===== src/rtl/mem_port_arbiter.sv =====
// Two-port req/ack arbiter in front of a single-port memory with fixed read latency.
// Define MEM_ARB_FIXED_PRIO_EN for fixed port-0 priority; round-robin otherwise.
module mem_port_arbiter #(
    parameter int BITS_DATA = 32,
    parameter int BITS_ADDR = 16,
    parameter int MEM_LAT   = 1
) (
    input  logic                 clk,
    input  logic                 reset,
    input  logic                 req0,
    input  logic                 req1,
    input  logic                 we0,
    input  logic                 we1,
    input  logic [BITS_ADDR-1:0] addr0,
    input  logic [BITS_ADDR-1:0] addr1,
    input  logic [BITS_DATA-1:0] wdata0,
    input  logic [BITS_DATA-1:0] wdata1,
    output logic                 ack0,
    output logic                 ack1,
    output logic [BITS_DATA-1:0] rdata,
    output logic                 gnt_id,
    output logic                 busy,
    output logic [BITS_ADDR-1:0] MAR,
    output logic [BITS_DATA-1:0] MBR_W,
    output logic                 write,
    input  logic [BITS_DATA-1:0] MBR_R
);
    localparam int         NUM_PORTS = 2;
    localparam logic [3:0] LAT       = 4'(MEM_LAT);

    if (MEM_LAT < 1 || MEM_LAT > 15) begin : g_bad_lat
        $error("mem_port_arbiter: MEM_LAT must be 1..15");
    end

    typedef enum logic [1:0] {IDLE, WAIT, DONE} state_t;

    typedef struct packed {
        logic                 we;
        logic [BITS_ADDR-1:0] addr;
        logic [BITS_DATA-1:0] wdata;
    } port_req_t;

    port_req_t [NUM_PORTS-1:0] preq;
    logic      [NUM_PORTS-1:0] req_vec;
    logic      [NUM_PORTS-1:0] ack;
    port_req_t                 sel;
    logic                      win;
    state_t                    state;
    logic      [3:0]           cnt;

    assign req_vec = {req1, req0};
    assign preq[0] = '{we: we0, addr: addr0, wdata: wdata0};
    assign preq[1] = '{we: we1, addr: addr1, wdata: wdata1};
    assign ack0    = ack[0];
    assign ack1    = ack[1];

    // Winner is only consumed in IDLE when at least one request is present.
    always_comb begin
`ifdef MEM_ARB_FIXED_PRIO_EN
        win = ~req_vec[0];
`else
        win = (&req_vec) ? ~gnt_id : req_vec[1];
`endif
    end

    assign sel = preq[win];

    always_ff @(posedge clk or posedge reset) begin
        if (reset) begin
            state  <= IDLE;
            cnt    <= '0;
            MAR    <= '0;
            MBR_W  <= '0;
            write  <= 1'b0;
            ack    <= '0;
            rdata  <= '0;
            gnt_id <= 1'b1;
            busy   <= 1'b0;
        end else begin
            case (state)
                IDLE: begin
                    if (|req_vec) begin
                        state  <= WAIT;
                        busy   <= 1'b1;
                        gnt_id <= win;
                        MAR    <= sel.addr;
                        MBR_W  <= sel.wdata;
                        write  <= sel.we;
                        cnt    <= LAT;
                    end
                end
                WAIT: begin
                    cnt <= cnt - 4'd1;
                    // Last latency edge: MBR_R is valid now, for writes too.
                    if (cnt == 4'd1) begin
                        rdata       <= MBR_R;
                        write       <= 1'b0;
                        ack[gnt_id] <= 1'b1;
                        state       <= DONE;
                    end
                end
                DONE: begin
                    ack   <= '0;
                    busy  <= 1'b0;
                    state <= IDLE;
                end
                default: begin
                    ack   <= '0;
                    write <= 1'b0;
                    busy  <= 1'b0;
                    state <= IDLE;
                end
            endcase
        end
    end
endmodule


===== config.mk =====
export PLATFORM = sky130hd
export DESIGN_NAME = mem_port_arbiter
export DESIGN_NICKNAME = d
export VERILOG_FILES = /design/src/rtl/mem_port_arbiter.sv
export SDC_FILE = /design/constraint.sdc
export NUM_CORES = 1
export LEC_CHECK = 0
export ABC_AREA = 0
export BUFFER_PORTS_ARGS = -buffer_cell sky130_fd_sc_hd__buf_2
export CORE_ASPECT_RATIO = 1.25
export CORE_MARGIN = 8
export CORE_UTILIZATION = 35
export CTS_CLUSTER_SIZE = 20
export DETAILED_ROUTE_END_ITERATION = 10
export GPL_TIMING_DRIVEN = 1
export PLACE_DENSITY = 0.77
export SYNTH_ARGS = -nofsm -noshare
export SYNTH_HDL_FRONTEND = slang
export SYNTH_SLANG_ARGS = --single-unit
export TNS_END_PERCENT = 100

===== constraint.sdc =====
create_clock -name clk -period 5.55 [get_ports clk]
set_input_delay 0 -clock clk [delete_from_list [all_inputs] [get_ports clk]]
set_output_delay 0 -clock clk [all_outputs]
set_load 0.02 [all_outputs]

### After elaboration in Yosys (flattened, before gate mapping)

Cells that the tools add are included.

| operators by class | value |
|---|---|
| add/sub/neg operators | 1 |
| $lt $le $gt $ge | 3 |
| equal/unequal tests | 5 |
| muxes and demuxes | 17 |
| bitwise logic cells | 5 |
| reductions and logical operators | 12 |

Operators by type and width:

| operator | count |
|---|---|
| 49-bit two-way mux | 2 |
| 2-bit AND reduction | 7 |
| 2-bit case mux with 2 select lines | 2 |
| 4-bit case mux with 2 select lines | 1 |
| 2-bit two-way mux | 3 |
| 1-bit two-way mux | 5 |
| 4-bit by 1-bit == test with 1-bit output (second input constant) | 1 |
| 1-bit by 2-bit < comparator with 1-bit output (second input constant) | 2 |
| 4-bit two-way mux | 1 |
| 2-bit inequality test (second input constant) | 2 |
| 1-bit NOT | 4 |
| 4-bit by 1-bit subtractor with 4-bit output (second input constant) | 1 |
| 1-bit case mux with 3 select lines | 1 |
| 3-bit AND reduction | 1 |
| 2-bit by 1-bit == test with 1-bit output (second input constant) | 1 |
| 2-bit == test (second input constant) | 1 |
| 2-bit logical NOT | 1 |
| 2-bit bitwise OR | 1 |
| 1-bit case mux with 2 select lines | 1 |
| 2-bit nonzero test | 1 |
| 2-bit OR reduction | 1 |
| 1-bit demux with 1-bit select | 1 |
| 1-bit greater-or-equal comparator (second input constant) | 1 |
| 1-bit logical AND | 1 |

| word-level totals | value |
|---|---|
| register bits | 91 |
| input bits | 134 |
| output and inout bits | 85 |
| logic and storage cells | 52 |

### Longest topological paths before layout

Gate-level depths: netlist of the first run.

| logic depth | value |
|---|---|
| depth after elaboration | 7 |
| gate-level depth with buffers | 6 |
| depth with buffers taken out | 5 |

### Least setup slack after synthesis of the first run

No wires, ideal clock.

| timing | value |
|---|---|
| kind | flip-flop to flip-flop |
| start | register cnt[1] |
| end | register rdata[0] |
| data arrival time | 1.396 ns |
| setup slack | 4.029 ns |
| cell stages (with the launch flop) | 7 |
| buffers on the path | 1 |
| period minus slack after synthesis | 1.521 ns |
| cell sequence | dfrtp_1 -> inv_1 -> ha_1 -> nor3b_4 -> nand2_4 -> buf_6 -> mux2_4 |

| on the way | value |
|---|---|
| longest elaborated chain between the ends | 2 |

RTL lines:

| element | RTL line | RTL |
|---|---|---|
| from (decl) | 49 | `logic [3:0] cnt;` |
| from (signal assigned) | 93 | `cnt <= cnt - 4'd1;` |
| 4-bit by 1-bit == test with 1-bit output | 95 | `if (cnt == 4'd1) begin` |
| 2-bit AND reduction (no source line) | - |  |
| to (signal assigned) | 76 | `rdata <= '0;` |
| to (signal assigned) | 96 | `rdata <= MBR_R;` |
| to (decl) | 20 | `output logic [BITS_DATA-1:0] rdata,` |

No other way between the ends.
A chain may end at the register's enable or synchronous reset.

### Worst setup path after layout of the first run

| timing | value |
|---|---|
| start | register gnt_id |
| end | register MAR[6] |

| on the way | value |
|---|---|
| longest elaborated chain between the ends | 4 |

RTL lines:

| element | RTL line | RTL |
|---|---|---|
| from (decl) | 21 | `output logic gnt_id,` |
| from (signal assigned) | 85 | `gnt_id <= win;` |
| 1-bit NOT | 62 | `win = (&req_vec) ? ~gnt_id : req_vec[1];` |
| 1-bit two-way mux | 62 |  |
| 49-bit two-way mux (not written as such) (2 in series) | 66 | `assign sel = preq[win];` |
| to (signal assigned) | 86 | `MAR <= sel.addr;` |
| to (decl) | 23 | `output logic [BITS_ADDR-1:0] MAR,` |

No other way between the ends. The select of a mux whose other input is x is not followed.

==> results of run 1 <==
## cells by family after synthesis
kind of cell    Yosys count  share of synthesized area, %
fa+ha+maj                 2                         0.605
buf+inv                  33                          4.27
simple gates             16                          2.51
mux                      82                          23.5
xor+xnor                  1                         0.212
flops                    91                          55.1
compound gates          108                          13.8
## power by group through the flow
stage / Combinational [mW] / Clock, mW / Sequential (mW)
2_1_floorplan: 0.758 / 0 / 1.55
3_3_place_gp: 1.59 / 0 / 1.19
3_5_place_dp: 1.64 / 0 / 1.21
4_1_cts: 1.75 / 0.685 / 1.20
5_1_grt: 1.88 / 0.710 / 1.25
6_report: 1.76 / 0.666 / 1.21
## worst reg2reg max path, delay by kind of cell (launching register included)
kind / cells / cell delay [ps]
AO/OA/AOI/OAI: 2 / 880
flip-flops: 1 / 400
multiplexers: 1 / 270
buffers and inverters: 2 / 1180
## layer usage
metal,part of all wire (%),wire length (um),GRT usage [%],vias up
met3,5.8,859,4.82,31
met4,2.4,358,7.86,0
met1,36,5290,18.6,1959
met5,0,0,0,-
met2,56,8310,36.6,149
li1,-,-,-,1849
## flip-flops by register name (all words and copies together), names as in the netlist
signal / count
MBR_W: 32
rdata: 32
MAR: 16
cnt: 4
ack: 2
state: 2
busy: 1
gnt_id: 1
write: 1
## layout make-up
type	instances	area (um2)
clock inverter	6	86.3
sequential	91	2280
tap	138	173
fill	905	4700
clock buffer	10	239
multi-input combinational	209	1690
inverter	8	31.3
timing repair buffer	346	2360
antenna	2	5.00
## worst max path at each step
stage / start / end / slack (ps) / cells after the start
after floorplan: reset / MAR[0] / 3190 / 1
after global placement: state[0] / rdata[10] / 3180 / 4
after detailed placement: state[0] / rdata[10] / 3110 / 4
after CTS: gnt_id / MAR[9] / 2700 / 5
after global routing: gnt_id / MBR_W[0] / 2500 / 5
final: gnt_id / MAR[6] / 2690 / 5
## timing repair
action / CTS / global route
endpoints found under the hold margin: 79 / 0
setup endpoints to repair: 0 / 0
hold buffers: 124 / 0
## Yosys cell counts (2+ instances only)
library cell / number
dfrtp_1: 90
o21ai_0: 77
mux2i_1: 49
mux2_4: 29
o21ai_1: 23
clkbuf_1: 10
inv_1: 8
buf_2: 6
buf_4: 6
nor2_1: 5
mux2_2: 4
buf_6: 3
a21oi_1: 2
a31oi_1: 2
ha_1: 2
==> impl_results.md, run 1 <==
- Hold Startpoint: wdata0[16]
- Most common cell after layout, fill and taps aside: buf_2
- Worst r2r path cells: 5
- DRT Wirelength: around 15000 um
- Switching Fraction: 40.5%
- Core Util, Final: 59.4%
- Status: finished clean
- Clock tree root driver cell: clkbuf_16
- Share of cells above drive strength 1: roughly two fifths
- Async SR Flop Fraction: 100%
- H-tree levels: 3
- Placed cell count: 668
- Count of final hold-check violations: 0
- Clock Pin Slew Worst Setup and Hold Paths: approximately 70 ps
- RSZ-0062 raised after global routing: no
- Pint: between 2 and 2.5 mW
- Post-route ant nets: 0
- Post-synth EDFFs: 0
- Final net count: roughly 800
- Total grt overflow: 0
- Worst Tran Pin Value: about 1100 ps
- 1st-pass router iterations: 4
- Total number of vias: about 4000
- GRT Total Usage: a little under a fifth
- Setup TNS: 0 ps
- Die width: between 100 and 150 um
- Required @ worst endpoint: between 5000 and 6000 ps
- Detailed Route Iter0 Violations: between 100 and 150
- Clock share of power: roughly 18%
- Hold depth: 3
- Final worst path period need: approximately 2900 ps
- Vias in the first global route: between 4000 and 5000
- Ranking of synthesized cells by area: dfrtp_1, mux2i_1, mux2_4, o21ai_0, o21ai_1
- Chip height: 137 um
- Tot Pwr: 3.63 mW
- HPWL after DPL: between 9000 and 10000 um
- Combinational power share: 48.3%
- Postcts setup bufs: 0
- CTS tree: built
- Slew Limit Fails: 0
- #FFs+latches synth: just over 90
- Worst Setup End Kind: register
- Std cell rows: 44
- R2r endpoint: MAR[6]
- Worst hold endpoint: MBR_W[16]
- Synth cell types: 32
- WS Path Type: reg2reg
- Main synth FF type: dfrtp_1
- Seq/Total Area, Yosys: a little under three fifths
- Clock tree buffer depth: 2
- Insertion delay to the later sink of the worst-skew pair: 340 ps
- IO Port Bufs: between 200 and 250
- DRC Markers: 0
- Synth Warn #: 0
- Peak supply drop: about 0.00025 V
- Initial antenna violation count: 0
- Synth top area share: a little over half
- Net Sw Power: roughly 1.5 mW
- Worst Hold Class: in2reg
- Fin worst setup slack: ~2700 ps
- Worst path bufs/invs: 2
- Die area: 0.0156 mm2
- Syn-to-layout area delta: 66.1%
- Initial Util: 35.7%
- Mapped Cells: ~330
- GP Congestion: between 0.7 and 0.8
- Arrival time at the worst endpoint: between 3000 and 4000 ps
- Clock Skew: 5.70 ps
- Post-CTS resize count: 0
- Peak fanout along the critical path: 28
- Cell taking the most area after synthesis: dfrtp_1
- Power per cell area: between 500 and 600 mW/mm2
- Worst r2r src: gnt_id
- R2r setup slk: 2690 ps
- Final Cell Area: 0.00686 mm2
- Final non-filler cell total: 810
- Hold WS: 1.46 ps
- Slew Limit Headroom: 23.8%
- Placed Area: between 0.005 and 0.006 mm2
- Tcrit/Tclk final: about half
- Ports: 219
- Reg power frac: 33.4%
- Fmax: ~350 MHz
- Vias per cell: approximately 4.9
- Leak pwr: 3.45 nW
- Total CTS buffers: 9
- Top delay family on crit path: buffers and inverters
- Most frequent cells in the layout: buf_2, dlygate4sd3_1, dfrtp_1, o21ai_0, mux2i_1
- Max cap viols: 0
- Core ar.: ~0.012 mm2
- Clock Sinks: 91
- Mean Syn Cell Area: approximately 12 um2
- Worst-path cell chain: a21boi_4 -> buf_4 -> mux2i_1 -> dlygate4sd3_1 -> o21ai_1
- Wire length of the first global-routing pass: roughly 23000 um
- CP max-delay cell: a21boi_4
- Wire length per cell: around 18 um
- Worst Setup Start Kind: register
- Place WS: approximately 3100 ps
- Final setup viols: 0
- Post-Syn Nets: 469
- CP peak stage delay: about 800 ps
- Mapped Area: 0.00413 mm2
- Largest net degree at the start of global routing: 92
Note: power is estimated with default switching activity, not from simulation.
==> run 2, diff against run 1 <==
Clock period 5.55 ns to 2.7 ns, I/O delays scaled along.
==> impl_results.md, run 2 (synthesis gave the netlist of run 1 again) <==
- Syn-to-layout area delta: 66.7%
- Fillers: 912 (+0.77%)
- Slew Limit Fails: 0 (unchanged)
- Power per cell area: 1060 mW/mm2 (+100%)
- Final net count: 808 (+0.87%)
- Core ar.: 0.0116 mm2 (unchanged)
- Std cell rows: 44 (unchanged)
- Leak pwr: 3.46 nW (+0.28%)
- Required @ worst endpoint: 2920 ps (-2840 ps)
- Chip height: 137 um (unchanged)
- CP max-delay cell: dlygate4sd3_1
- 1st-pass router iterations: 4 (unchanged)
- Ports: 219 (unchanged)
- Peak supply drop: 0.000469 V (+88%)
- GRT Total Usage: 18.9% (+0.040 points)
- Vias in the first global route: 4538 (-0.40%)
- Worst Setup End Kind: register
- Wire length per cell: 18.2 um (-0.36%)
- Most frequent cells in the layout: buf_2, dlygate4sd3_1, dfrtp_1, o21ai_0, mux2i_1
- Detailed Route Iter0 Violations: 142 (-3.4%)
- Core Util, Final: 59.6% (+0.23 points)
- Most common cell after layout, fill and taps aside: buf_2
- Slew Limit Headroom: 30.7% (+6.9 points)
- Biggest regs: MBR_W (32), rdata (32), MAR (16)
- Die area: 0.0156 mm2 (unchanged)
- Fin worst setup slack: 562 ps (-2130 ps)
- CTS tree: built
- Insertion delay to the later sink of the worst-skew pair: 340 ps (about the same)
- Place WS: 731 ps (-2380 ps)
- Arrival time at the worst endpoint: 2350 ps (-720 ps)
- HPWL after DPL: 9230 um (-0.13%)
- Initial Util: 35.7% (unchanged)
- GP Congestion: 0.818 (+3.2%)
- Initial antenna violation count: 0 (unchanged)
- RSZ-0062 raised after global routing: no
- Met2 Wirelength: 8120 um (-2.2%)
- Final worst path period need: 2140 ps (-721 ps)
- Wire length of the first global-routing pass: 23200 um (+0.90%)
- Met1 wire length: 5280 um (-0.11%)
- Post-CTS resize count: 0 (unchanged)
- WS Path Type: reg2reg
- Peak fanout along the critical path: 54 (+93%)
- Largest net degree at the start of global routing: 68 (-26%)
- Worst Hold Class: in2reg
- Total CTS buffers: 9 (unchanged)
- Max Used Layer: met4
- Share of cells above drive strength 1: 41.5% (-0.14 points)
- Count of final hold-check violations: 0 (unchanged)
- Worst-path cell chain: o21bai_4 -> a21oi_1 -> a31o_2 -> dlygate4sd3_1
- Total number of vias: 4051 (+1.6%)
- DRT Wirelength: 14900 um (+0.38%)
- Status: finished clean
- Worst Tran Pin Value: 1040 ps (-106 ps)
- Clock tree buffer depth: 2 (unchanged)
- Clock Sinks: 91 (unchanged)
- IO Port Bufs: 218 (unchanged)
- DRC Markers: 0 (unchanged)
- Max cap viols: 0 (unchanged)
- Setup TNS: 0 ps (unchanged)
- Clock Pin Slew Worst Setup and Hold Paths: 70 ps (about the same)
- Clock tree root driver cell: clkbuf_16
- Post-route ant nets: 0 (unchanged)
- Tcrit/Tclk final: 79.2% (+28 points)
- Final setup viols: 0 (unchanged)
- Fmax: 468 MHz (+34%)
- Postcts setup bufs: 0 (unchanged)
- WL met3: 852 um (-0.81%)
- Total grt overflow: 0 (unchanged)
- Clock Skew: 10.9 ps (+5.21 ps)
- Die width: 113 um (unchanged)
- Worst Setup Start Kind: register
- Vias per cell: 4.96 (+0.83%)
- H-tree levels: 3 (unchanged)
- CP peak stage delay: 560 ps (-240 ps)
run 2: cell count changes in the layout (fill, tap and decap cells not counted), sizes merged:
cell / delta
dlygate4sd3: +5
buf: +2
bufinv: -2
clkbuf: -1
clkinv: +1
clkinvlp: +1
diode: -1
inv: +1
run 2: what timing repair did:
action                                 CTS  global route
endpoints found under the hold margin  104             0
hold buffers                           129             0
setup endpoints to repair                0             0
run 2: critical path: cells and delay by family, from the launching register on:
family | cells | cell delay, ps
buffers and inverters | 1 | 560
AO/OA/AOI/OAI | 3 | 960
flip-flops | 1 | 500
run 2: cell type report:
cell class,count,area [um2],share of cell area [%]
Antenna cell,1,2.50,0.0363
Clock buffer,9,225,3.27
Clock inverter,7,51.3,0.745
Inverter,8,31.3,0.454
Multi-Input combinational cell,209,1690,24.5
Sequential cell,91,2280,33.1
Tap cell,138,173,2.51
Timing Repair Buffer,353,2440,35.4
run 2: path summary, 6_finish.rpt:
kind | startpoint | to | slack [ps] | depth (start not counted)
hold reg to reg | MBR_W[16] | MBR_W[16] | 510 | 2
min in group asynchronous | reset | rdata[17] | 240 | 3
setup reg to reg | state[1] | write | 560 | 4
max in group asynchronous | reset | gnt_id | 1740 | 4
setup / recovery | state[1] | write | 560 | 4
hold / removal | wdata0[3] | MBR_W[3] | 30 | 3
run 2: power by group:
part	total [mW]	switching, mW	internal [mW]
clock	1.18	0.551	0.629
sequential	2.44	0.391	2.05
combinational	3.68	2.09	1.59
run 2: per-layer routing:
metal / GRT usage [%] / up-vias
met2: 35.1 / 169
met4: 11.0 / 0
met3: 4.04 / 40
met5: 0 / -
li1: - / 1867
met1: 19.3 / 1975
run 2: metrics by stage:
stage | std cells | power, mW | hold slack [ps] | instance area [um2]
2_1_floorplan | 333 | 4.74 | 149 | 4130
3_3_place_gp | 670 | 5.72 | 9.63 | 5320
3_5_place_dp | 670 | 5.87 | 19.0 | 5320
4_1_cts | 815 | 7.31 | 6.05 | 6890
5_1_grt | 815 | 7.75 | 92.3 | 6890
6_report | 816 | 7.30 | 28.8 | 6890
